--- config.mk ---
export PLATFORM = sky130hd
export DESIGN_NAME = pcm_trigger_gen_flat
export DESIGN_NICKNAME = d
export VERILOG_FILES = /design/src/rtl/pcm_trigger_gen_pkg.sv /design/src/rtl/pcm_trigger_gen_if.sv /design/src/rtl/pcm_debounce.sv /design/src/rtl/pcm_trigger_gen.sv /design/src/flat_wrapper.sv
export SDC_FILE = /design/constraint.sdc
export NUM_CORES = 1
export LEC_CHECK = 0
export ABC_AREA = 1
export CAP_MARGIN = 20
export CORE_MARGIN = 2
export CORE_UTILIZATION = 35
export DETAILED_ROUTE_END_ITERATION = 12
export PLACE_DENSITY = 0.6
export SLEW_MARGIN = 20
export SYNTH_ARGS = -nofsm -noshare
export SYNTH_HDL_FRONTEND = slang
export SYNTH_HIERARCHICAL = 1
export SYNTH_SLANG_ARGS = --single-unit
--- constraint.sdc ---
create_clock -name clk -period 2.99 [get_ports clk]
set_input_delay 0.897 -clock clk [delete_from_list [all_inputs] [get_ports clk]]
set_output_delay 0.897 -clock clk [all_outputs]
set_load 0.005 [all_outputs]
--- src/rtl/pcm_trigger_gen_pkg.sv ---
// Shared types and constants for the trigger generator feeding the q1/q2/q3 pulse sequencer.
package pcm_trigger_gen_pkg;

  typedef enum logic [1:0] {
    IDLE = 2'd0,
    FIRE = 2'd1,
    HOLD = 2'd2
  } state_t;

  localparam int unsigned DEBOUNCE_DEFAULT = 4;
  localparam int unsigned HOLDOFF_DEFAULT  = 10;
  localparam int unsigned MAX_PEND_DEFAULT = 3;

  // Cycles from a sequencer `set` until q3 falls; HOLD must cover it.
  localparam int unsigned SEQ_LEN = 10;

endpackage

--- src/rtl/pcm_trigger_gen_if.sv ---
// Request/trigger bundle between the trigger generator (slave) and its controller (master).
interface pcm_trigger_gen_if #(
  parameter int unsigned PW = 2
);
  logic          req_in;
  logic          en;
  logic          ovf_clr;
  logic          set;
  logic          busy;
  logic [PW-1:0] pend_cnt;
  logic          overflow;

  modport master (
    output req_in, en, ovf_clr,
    input  set, busy, pend_cnt, overflow
  );

  modport slave (
    input  req_in, en, ovf_clr,
    output set, busy, pend_cnt, overflow
  );
endinterface

--- src/rtl/pcm_debounce.sv ---
// Two-flop synchroniser plus stable-count debounce; o_rise marks the edge where the level goes 0->1.
module pcm_debounce #(
  parameter int unsigned DEBOUNCE = 4
) (
  input  logic clk,
  input  logic rst_n,
  input  logic i_req,
  output logic o_level,
  output logic o_rise
);

  localparam int unsigned    CW       = (DEBOUNCE > 1) ? $clog2(DEBOUNCE) : 1;
  localparam logic [CW-1:0]  CNT_LAST = CW'(DEBOUNCE - 1);

  logic          r_s1;
  logic          r_sync;
  logic          r_level;
  logic [CW-1:0] r_cnt;
  logic          w_mismatch;
  logic          w_done;

  assign w_mismatch = (r_sync != r_level);
  assign w_done     = w_mismatch && (r_cnt == CNT_LAST);

  always_ff @(posedge clk or negedge rst_n) begin
    if (!rst_n) begin
      r_s1    <= 1'b0;
      r_sync  <= 1'b0;
      r_level <= 1'b0;
      r_cnt   <= '0;
    end else begin
      r_s1   <= i_req;
      r_sync <= r_s1;
      if (!w_mismatch) begin
        r_cnt <= '0;
      end else if (w_done) begin
        r_cnt   <= '0;
        r_level <= r_sync;
      end else begin
        r_cnt <= r_cnt + 1'b1;
      end
    end
  end

  // Combinational so the pending counter increments on the same edge the level rises.
  assign o_level = r_level;
  assign o_rise  = w_done && r_sync;

endmodule

--- src/rtl/pcm_trigger_gen.sv ---
// Queues debounced request edges and issues one 1-cycle `set` per request, spaced by a hold-off.
module pcm_trigger_gen
  import pcm_trigger_gen_pkg::*;
#(
  parameter int unsigned DEBOUNCE = DEBOUNCE_DEFAULT,
  parameter int unsigned HOLDOFF  = HOLDOFF_DEFAULT,
  parameter int unsigned MAX_PEND = MAX_PEND_DEFAULT,
  parameter int unsigned PW       = 2
) (
  input logic              clk,
  input logic              rst_n,
  pcm_trigger_gen_if.slave trig
);

  localparam int unsigned   HW        = $clog2(HOLDOFF + 1);
  localparam logic [PW-1:0] MAX_P     = PW'(MAX_PEND);
  localparam logic [HW-1:0] HOLD_LOAD = HW'(HOLDOFF - 1);

  generate
    if (HOLDOFF + 1 < SEQ_LEN) begin : g_bad_holdoff
      $error("HOLDOFF+1 must be >= SEQ_LEN");
    end
    if ((2 ** PW) <= MAX_PEND) begin : g_bad_pw
      $error("PW too narrow for MAX_PEND");
    end
  endgenerate

  state_t        r_state;
  state_t        w_state_nxt;
  logic [HW-1:0] r_hold;
  logic [HW-1:0] w_hold_nxt;
  logic [PW-1:0] r_pend;
  logic [PW-1:0] w_pend_nxt;
  logic          r_ovf;
  logic          w_ovf_evt;
  logic          w_fire_dec;
  logic          w_pend_nz;
  logic          w_db_level;
  logic          w_req_evt;

  pcm_debounce #(
    .DEBOUNCE (DEBOUNCE)
  ) u_db (
    .clk     (clk),
    .rst_n   (rst_n),
    .i_req   (trig.req_in),
    .o_level (w_db_level),
    .o_rise  (w_req_evt)
  );

  assign w_pend_nz = (r_pend != '0);

  always_comb begin
    w_state_nxt = r_state;
    w_hold_nxt  = r_hold;
    w_fire_dec  = 1'b0;
    unique case (r_state)
      IDLE: begin
        if (trig.en && w_pend_nz) begin
          w_state_nxt = FIRE;
          w_fire_dec  = 1'b1;
        end
      end
      FIRE: begin
        w_state_nxt = HOLD;
        w_hold_nxt  = HOLD_LOAD;
      end
      HOLD: begin
        if (r_hold != '0) begin
          w_hold_nxt = r_hold - 1'b1;
        end else if (trig.en && w_pend_nz) begin
          w_state_nxt = FIRE;
          w_fire_dec  = 1'b1;
        end else begin
          w_state_nxt = IDLE;
        end
      end
      default: w_state_nxt = IDLE;
    endcase
  end

  // Simultaneous request and fire cancel out, so a full queue does not flag overflow then.
  always_comb begin
    w_pend_nxt = r_pend;
    w_ovf_evt  = 1'b0;
    if (w_req_evt && !w_fire_dec) begin
      if (r_pend == MAX_P) begin
        w_ovf_evt = 1'b1;
      end else begin
        w_pend_nxt = r_pend + 1'b1;
      end
    end else if (!w_req_evt && w_fire_dec) begin
      w_pend_nxt = r_pend - 1'b1;
    end
  end

  always_ff @(posedge clk or negedge rst_n) begin
    if (!rst_n) begin
      r_state <= IDLE;
      r_hold  <= '0;
      r_pend  <= '0;
      r_ovf   <= 1'b0;
    end else begin
      r_state <= w_state_nxt;
      r_hold  <= w_hold_nxt;
      r_pend  <= w_pend_nxt;
      if (w_ovf_evt) begin
        r_ovf <= 1'b1;
      end else if (trig.ovf_clr) begin
        r_ovf <= 1'b0;
      end
    end
  end

  assign trig.set      = (r_state == FIRE);
  assign trig.busy     = (r_state != IDLE);
  assign trig.pend_cnt = r_pend;
  assign trig.overflow = r_ovf;

endmodule

--- src/flat_wrapper.sv ---
// flat-port wrapper written by rule: the top's interface ports become plain ports
module pcm_trigger_gen_flat import pcm_trigger_gen_pkg::*;
#(
  parameter int unsigned DEBOUNCE = DEBOUNCE_DEFAULT,
  parameter int unsigned HOLDOFF  = HOLDOFF_DEFAULT,
  parameter int unsigned MAX_PEND = MAX_PEND_DEFAULT,
  parameter int unsigned PW       = 2
)
  (clk, rst_n, trig_req_in, trig_en, trig_ovf_clr, trig_set, trig_busy, trig_pend_cnt, trig_overflow);
  pcm_trigger_gen_if #(.PW(PW)) trig_i ();
  input logic clk;
  input logic rst_n;
  input wire logic [$bits(trig_i.req_in)-1:0] trig_req_in;
  input wire logic [$bits(trig_i.en)-1:0] trig_en;
  input wire logic [$bits(trig_i.ovf_clr)-1:0] trig_ovf_clr;
  output wire logic [$bits(trig_i.set)-1:0] trig_set;
  output wire logic [$bits(trig_i.busy)-1:0] trig_busy;
  output wire logic [$bits(trig_i.pend_cnt)-1:0] trig_pend_cnt;
  output wire logic [$bits(trig_i.overflow)-1:0] trig_overflow;
  assign trig_i.req_in = trig_req_in;
  assign trig_i.en = trig_en;
  assign trig_i.ovf_clr = trig_ovf_clr;
  assign trig_set = trig_i.set;
  assign trig_busy = trig_i.busy;
  assign trig_pend_cnt = trig_i.pend_cnt;
  assign trig_overflow = trig_i.overflow;
  pcm_trigger_gen #(.DEBOUNCE(DEBOUNCE), .HOLDOFF(HOLDOFF), .MAX_PEND(MAX_PEND), .PW(PW)) u_core (.clk(clk), .rst_n(rst_n), .trig(trig_i));
endmodule
## After elaboration in Yosys (flattened, before gate mapping)

Cells that the tools add are included.

- Add/sub/neg operators: 4
- Eq/ne operators: 9
- Reduce and logical (&&, ||, !) cells: 18
- Mux-type cells: 18

Operators with widths:

| kind | count |
|---|---|
| 2-bit 2-to-1 mux | 7 |
| 2-bit nonzero test | 5 |
| 4-bit one-hot mux with 2 select lines | 1 |
| 2-bit AND reduction | 4 |
| 1-bit 2-to-1 mux | 7 |
| 2-bit == test, second input constant | 3 |
| 2-bit one-hot mux with 3 select lines | 1 |
| 1-bit logical AND | 5 |
| 2-bit by 1-bit adder with 2-bit output, second input constant | 2 |
| 4-bit 2-to-1 mux | 1 |
| 2-bit by 1-bit != test with 1-bit output, second input constant | 2 |
| 2-bit != test, second input constant | 2 |
| 4-bit nonzero test | 1 |
| 4-bit by 1-bit subtractor with 4-bit output, second input constant | 1 |
| 2-bit by 1-bit == test with 1-bit output, second input constant | 1 |
| 1-bit zero test | 2 |
| 2-bit zero test | 1 |
| 1-bit one-hot mux with 2 select lines | 1 |
| 2-bit by 1-bit subtractor with 2-bit output, second input constant | 1 |
| 1-bit != test | 1 |

- Output and inout bits: 5
- Register bits: 14
- Word-level logic and storage cells: 57
- Input port bits: 5

## Logic depth before layout (Yosys ltp)

- Depth in word-level cells: 9
- Mapped depth: 9
- Gate-level depth less buffers: 9

## Hierarchy

Netlist, hierarchy kept.

By module, submodules not included:

| module | area an instance (µm²) | times used | cells an instance |
|---|---|---|---|
| pcm_trigger_gen | 465.4 | 1 | 56 |
| pcm_debounce | 186.4 | 1 | 18 |

## Least setup slack after synthesis

OpenSTA, ideal clock, no wires.

- Kind: register -> output
- From: reg u_core.r_state[1]
- To: out trig_set
- Cell stages (with the launch flop): 4
- Arrival: 0.659 ns
- Path slack: 1.434 ns
- Buffers on the path: 0
- Cell sequence: dfrtp_1 -> inv_1 -> nand2_1 -> inv_1

- Cells in the longest elaborated chain, start to end: 1

RTL lines:

| what | RTL line | text |
|---|---|---|
| start: declaration | pcm_trigger_gen.sv:28 | `state_t r_state;` |
| start signal: assignment | pcm_trigger_gen.sv:104 | `r_state <= w_state_nxt;` |
| 2-bit by 1-bit == test with 1-bit output | pcm_trigger_gen.sv:115 | `assign trig.set = (r_state == FIRE);` |
| end: declaration | flat_wrapper.sv:16 | `output wire logic [$bits(trig_i.set)-1:0] trig_set;` |

Every way passes these cells.

## Final worst setup path

Ends and elaborated chain as after synthesis.

==> impl_results.md <==
* Status: finished, final reports clean
* CTS tree: built
* Chip Width at 47.2 um
* CP peak stage delay at 500 ps
* Share of cells above drive strength 1 at 14.9%
* Worst Path Required at 2090 ps
* Hold slack at 357 ps
* Routability cong. at 0.854
* # IOs at 10
* Clock Tree Root: clkbuf_4
* Initial antenna violation count at 0
* Number of buffers added on ports at 9
* Detailed Place HPWL at 787 um
* Worst skew pair latency at 270 ps
* Final core utilization at 46.4%
* CP arrival at 1500 ps
* Crit-path most repeated cell: inv_1
* FMAX at 417 MHz
* Yosys Warn Count at 6
* Pwr dens at 956 nW/um2
* Vias/cell at 4.32
* Largest net degree at the start of global routing at 15
* Vias in the first global route at 430
* Leak at 0.408 nW
* Peak supply drop at 0.000344 V
* MaxCap Viol Count at 0
* DP Area at 773 um2
* Max Root-Sink Buffers at 2
* Fin area at 810 um2
* Synth unique cells at 16
* Core Area at 1750 um2
* Syn Nets at 81
* Reg-to-reg endpoint: u_core/trig.pend_cnt[1]
* Gr usage total at 11.7%
* Final Hold Fails at 0
* Pre-antenna DRT Iters at 3
* Register area share after synthesis at 53.7%
* CP endpoint: trig_set
* Non-Filler Instances at 112
* Worst Setup Start Kind: flop
* Setup violators final at 0
* Placed cell count at 108
* Net count reported at finish at 95
* CTS Hold Bufs at 0
* Worst hold path type: reg -> reg
* Setup slack, reg-to-reg at 1720 ps
* Gate count of the mapped netlist at 74
* # DRC at 0
* Total grt overflow at 0
* CTS clk-pin slew, worst paths at 90 ps
* Minimum clock period at 2400 ps
* Chip height at 47.2 um
* Area growth syn-to-layout at 24.2%
* Final clock skew at 4.67 ps
* DR WL/cell at 9.06 um
* RSZ-0062 raised after global routing: no
* R2R cell count at 7
* Rows at 15
* Max-Slew Margin vs Limit at 58.1%
* Final WL at 1020 um
* R2R Path Start: u_core/r_hold[0]
* Post-Syn Area at 652 um2
* Routed via count at 484
* Worst path cell trace: inv_1 > nand2_1 > inv_1 > clkdlybuf4s50_1
* Worst path slowest cell: clkdlybuf4s50_1
* CTS sink cnt at 14
* First-pass GRT wire length at 1740 um
* Starting Density at 37.3%
* CP Max Fanout at 3
* Die ar. at 2220 um2
* CP endpoint kind: primary output
* Post-route setup TNS at 0 ps
* Max H-tree Level at 1
* Remaining antenna violation count at 0
* Final Max Slew Viols at 0
* FF+latch count, synth at 14
* # Post-CTS Setup Buffers at 0
* Worst-margin pin slew at 627 ps
* DR iter-0 viols at 6
* Resized cells post-CTS at 0
* N_diodes at 0
* CP Class: reg -> out
* CP startpoint: u_core/r_state[1]
* CTS Buf Count at 3
* Syn Area/Cell at 8.81 um2
* Final worst-path cycle share at 80.3%
[cells by family after synthesis]
logic type | after synthesis | synth area share, %
AOI/OAI and AO/OA | 5 | 4.22
adders and majority gates | 2 | 3.84
xor gates and xnor gates | 1 | 1.34
DFF | 14 | 53.7
buffers and inverters | 13 | 7.49
and+or+nand+nor | 39 | 29.4
[worst min-delay path by stage]
| stage | start | end | slack (ps) | cells after the start |
|---|---|---|---|---|
| finish | u_core/u_db/r_s1 | u_core/u_db/r_sync | 360 | 0 |
| detailed placement | u_core/u_db/r_s1 | u_core/u_db/r_sync | 350 | 0 |
| CTS | u_core/u_db/r_s1 | u_core/u_db/r_sync | 370 | 0 |
| floorplan | u_core/u_db/r_s1 | u_core/u_db/r_sync | 330 | 0 |
| global placement | u_core/u_db/r_s1 | u_core/u_db/r_sync | 330 | 0 |
| global route | u_core/u_db/r_s1 | u_core/u_db/r_sync | 370 | 0 |
[critical path, delay by kind of cell, from the launching register on]
family	cells	cell delay [ps]
buf+inv	3	700
simple gates	1	130
flops	1	400
[cell usage in the layout, fill, tap and decap left out, types with 2 or more instances in the layout]
cell type / synthesis / routed
nand2_1: 17 / 17
dfrtp_1: 14 / 14
inv_1: 13 / 13
clkdlybuf4s50_1: 0 / 9
nor2_1: 7 / 7
nand2_2: 4 / 4
nand3_1: 4 / 4
clkbuf_4: 0 / 3
nor2_2: 2 / 2
nand3_2: 2 / 2
o22ai_1: 2 / 2
o21ai_0: 2 / 2
ha_1: 2 / 2
[stage by stage]
stage / power [mW] / setup WS, ps
floorplan: 0.544 / 1430
global placement: 0.645 / 929
detailed placement: 0.652 / 878
CTS: 0.790 / 563
global route: 0.855 / 492
finish: 0.774 / 590
[Yosys cell counts (all sizes together)]
| cell | number | area share (%) |
|---|---|---|
| ha | 2 | 3.8 |
| nand4 | 1 | 0.96 |
| or2 | 1 | 0.96 |
| inv | 13 | 7.5 |
| dfrtp | 14 | 54 |
| nand2 | 22 | 15 |
| o21ai | 3 | 2.3 |
| o22ai | 2 | 1.9 |
| xor2 | 1 | 1.3 |
| nand3 | 6 | 6.1 |
| nor2 | 9 | 6.0 |
[registers in the layout (all words and copies together) (netlist names)]
signal,cells
u_core/u_db/r_s1,1
u_core/u_db/o_level,1
u_core/r_state,2
u_core/u_db/r_sync,1
u_core/r_hold,4
u_core/trig.pend_cnt,2
u_core/u_db/r_cnt,2
u_core/trig.overflow,1
[report_power, final]
part           leakage, nW  internal (mW)  total [mW]  switching [mW]
Sequential           0.175          0.261       0.310          0.0495
Combinational        0.212          0.150       0.331           0.181
Clock               0.0210         0.0739       0.133          0.0590
Total                0.408          0.485       0.774           0.289
[per-layer routing]
layer  track usage [%]  part of all wire (%)
met3              2.31                   3.0
met2              17.0                    46
met5                 0                     0
met1              15.5                    50
met4              8.33                   1.2
[layout make-up]
cell class,instances,area (um2)
fillers,180,936
flip-flops and latches,14,350
multi-input cells,47,253
repair buffers,9,90.1
inverters,13,48.8
clock buffers,4,36.3
well taps,25,31.3
No activity file was read; power rests on OpenSTA's default activity.
==> edit (config.mk and constraints unchanged) <==
`PW` is set to 2 in 3 places; all go to 4.
--- a/src/rtl/pcm_trigger_gen_if.sv
+++ b/src/rtl/pcm_trigger_gen_if.sv
@@ -1,6 +1,6 @@
 // Request/trigger bundle between the trigger generator (slave) and its controller (master).
 interface pcm_trigger_gen_if #(
-  parameter int unsigned PW = 2
+  parameter int unsigned PW = 4
 );
   logic          req_in;
   logic          en;
--- a/src/rtl/pcm_trigger_gen.sv
+++ b/src/rtl/pcm_trigger_gen.sv
@@ -5,7 +5,7 @@
   parameter int unsigned DEBOUNCE = DEBOUNCE_DEFAULT,
   parameter int unsigned HOLDOFF  = HOLDOFF_DEFAULT,
   parameter int unsigned MAX_PEND = MAX_PEND_DEFAULT,
-  parameter int unsigned PW       = 2
+  parameter int unsigned PW       = 4
 ) (
   input logic              clk,
   input logic              rst_n,
--- a/src/flat_wrapper.sv
+++ b/src/flat_wrapper.sv
@@ -4,7 +4,7 @@
   parameter int unsigned DEBOUNCE = DEBOUNCE_DEFAULT,
   parameter int unsigned HOLDOFF  = HOLDOFF_DEFAULT,
   parameter int unsigned MAX_PEND = MAX_PEND_DEFAULT,
-  parameter int unsigned PW       = 2
+  parameter int unsigned PW       = 4
 )
   (clk, rst_n, trig_req_in, trig_en, trig_ovf_clr, trig_set, trig_busy, trig_pend_cnt, trig_overflow);
   pcm_trigger_gen_if #(.PW(PW)) trig_i ();
Interface: changed (resized trig_pend_cnt); port bits go from 10 to 12. No check against the original RTL was run, so the function may have changed too.
==> edit against the original RTL <==
Register-to-register slack lost 0.82 ns; synthesized area is 26% higher; sequential share of layout area shrank 3.4 points; sequential cell count up 2; maximum frequency fell by 3.5%; design area is 24% higher; combinational power up 42%; routed wire length is 36% higher; cell count up 21%; clock power grew 8%; total power increased by 28%; critical endpoint is now u_core/trig.pend_cnt[3]; critical path type is now in -> reg; setup slack worse by 0.088 ns.
==> edit: results (changes against the original RTL) <==
Run status
  • Status: completed

Synthesis
  • Register area share after synthesis: 48.71% (-5.0 points)
  • Synth Area in XOR/XNOR: 3.196% (+1.9 points)
  • Post-Synth Adder-Cell Area: 8.524% (+4.7 points)
  • Post-synth cell types: 21 (+5)
  • Syn nets: 102 (+26%)
  • Post-synthesis compound-gate area fraction: 6.240% (+2.0 points)
  • Syn Inst Count: 92 (+24%)
  • Synth top area cells: dfrtp_1 49%, inv_1 7.8%, ha_1 6.1%, nand2_1 5.9%, nor2_1 5.5%

Worst setup path
  • Setup crit end: u_core/trig.pend_cnt[3]
  • Crit path launch: trig_en
  • Crit path max fanout: 5 (+2)
  • Critical Path AT: 2.68 ns (+1.18 ns)
  • R2r setup slk: 0.90 ns (-0.82 ns)

Cells and area
  • #MultiIn Comb: 59 (+26%)
  • Register area: 400.4 µm² (+14%)
  • Area grow syn2layout: 22.07%
  • Signal buf overhead: 10.97% (-0.16 points)

Global routing
  • Vias in the first global route: 563 (+31%)
  • M1 GR Usage: 17.36% (+1.9 points)
  • Global-route usage over all layers: 12.36% (+0.67 points)
  • Global routing usage on met3: 5.429% (+3.1 points)
  • M2 GR Usage: 16.88% (-0.11 points)
  • First-pass GRT wire length: 2408 µm (+39%)

Floorplanning
  • Well Taps: 28 (+12%)

Place
  • IO Port Bufs: 11 (+2)
  • Setup WS pre-CTS: 0.1910 ns (-0.6874 ns)
  • DPL Wire Length: 1044 µm (+33%)

Detailed routing
  • Avg Vias per Cell: 4.489 (+3.9%)
  • M1 wire length: 704 µm (+39%)
  • Initial DRC count: 15 (+9)
  • Router iterations before antenna repair: 4 (+1)
  • Post-Route WL: 1380 µm (+36%)
  • DR WL met3: 62 µm (+110%)

Power and ir drop
  • Peak supply drop: 0.5578 mV (+62%)
  • Logic pwr share: 47.4% (+4.7 points)
  • Int Pwr: 0.0006010 W (+24%)
  • Leak: 0.4810 nW (+18%)
  • Flop pwr share: 38.1% (-2.0 points)
  • Net Sw Frac: 39.18% (+1.8 points)

Timing
  • Fin Clk Skew: 0.003361 ns (-0.001308 ns)
  • Min cycle time layout: 2.487 ns (+0.08766 ns)

Clock tree
  • CTS Sinks: 16 (+2)
## edit: changes by cell type after synthesis, moves of 2 or more
cell,change
nor2_1,+5
ha_1,+2
inv_1,+4
nor2_2,-2
nand2_1,-4
dfrtp_1,+2
xnor2_1,+2
## edit: worst min path at each step
stage | startpoint | end | slack, ns
detailed placement | u_core/u_db/r_s1 | u_core/u_db/r_sync | 0.34
floorplan | u_core/u_db/r_s1 | u_core/u_db/r_sync | 0.33
global route | u_core/u_db/r_s1 | u_core/u_db/r_sync | 0.38
CTS | u_core/u_db/r_s1 | u_core/u_db/r_sync | 0.36
finish | u_core/u_db/r_s1 | u_core/u_db/r_sync | 0.35
global placement | u_core/u_db/r_s1 | u_core/u_db/r_sync | 0.34
## edit: cells by family (layout without fill, tap and decap cells)
group | after synthesis | in the layout
compound gates | 9 | 9
xor+xnor | 3 | 3
fa+ha+maj | 5 | 5
buf+inv | 17 | 32
flops | 16 | 16
simple gates | 42 | 42
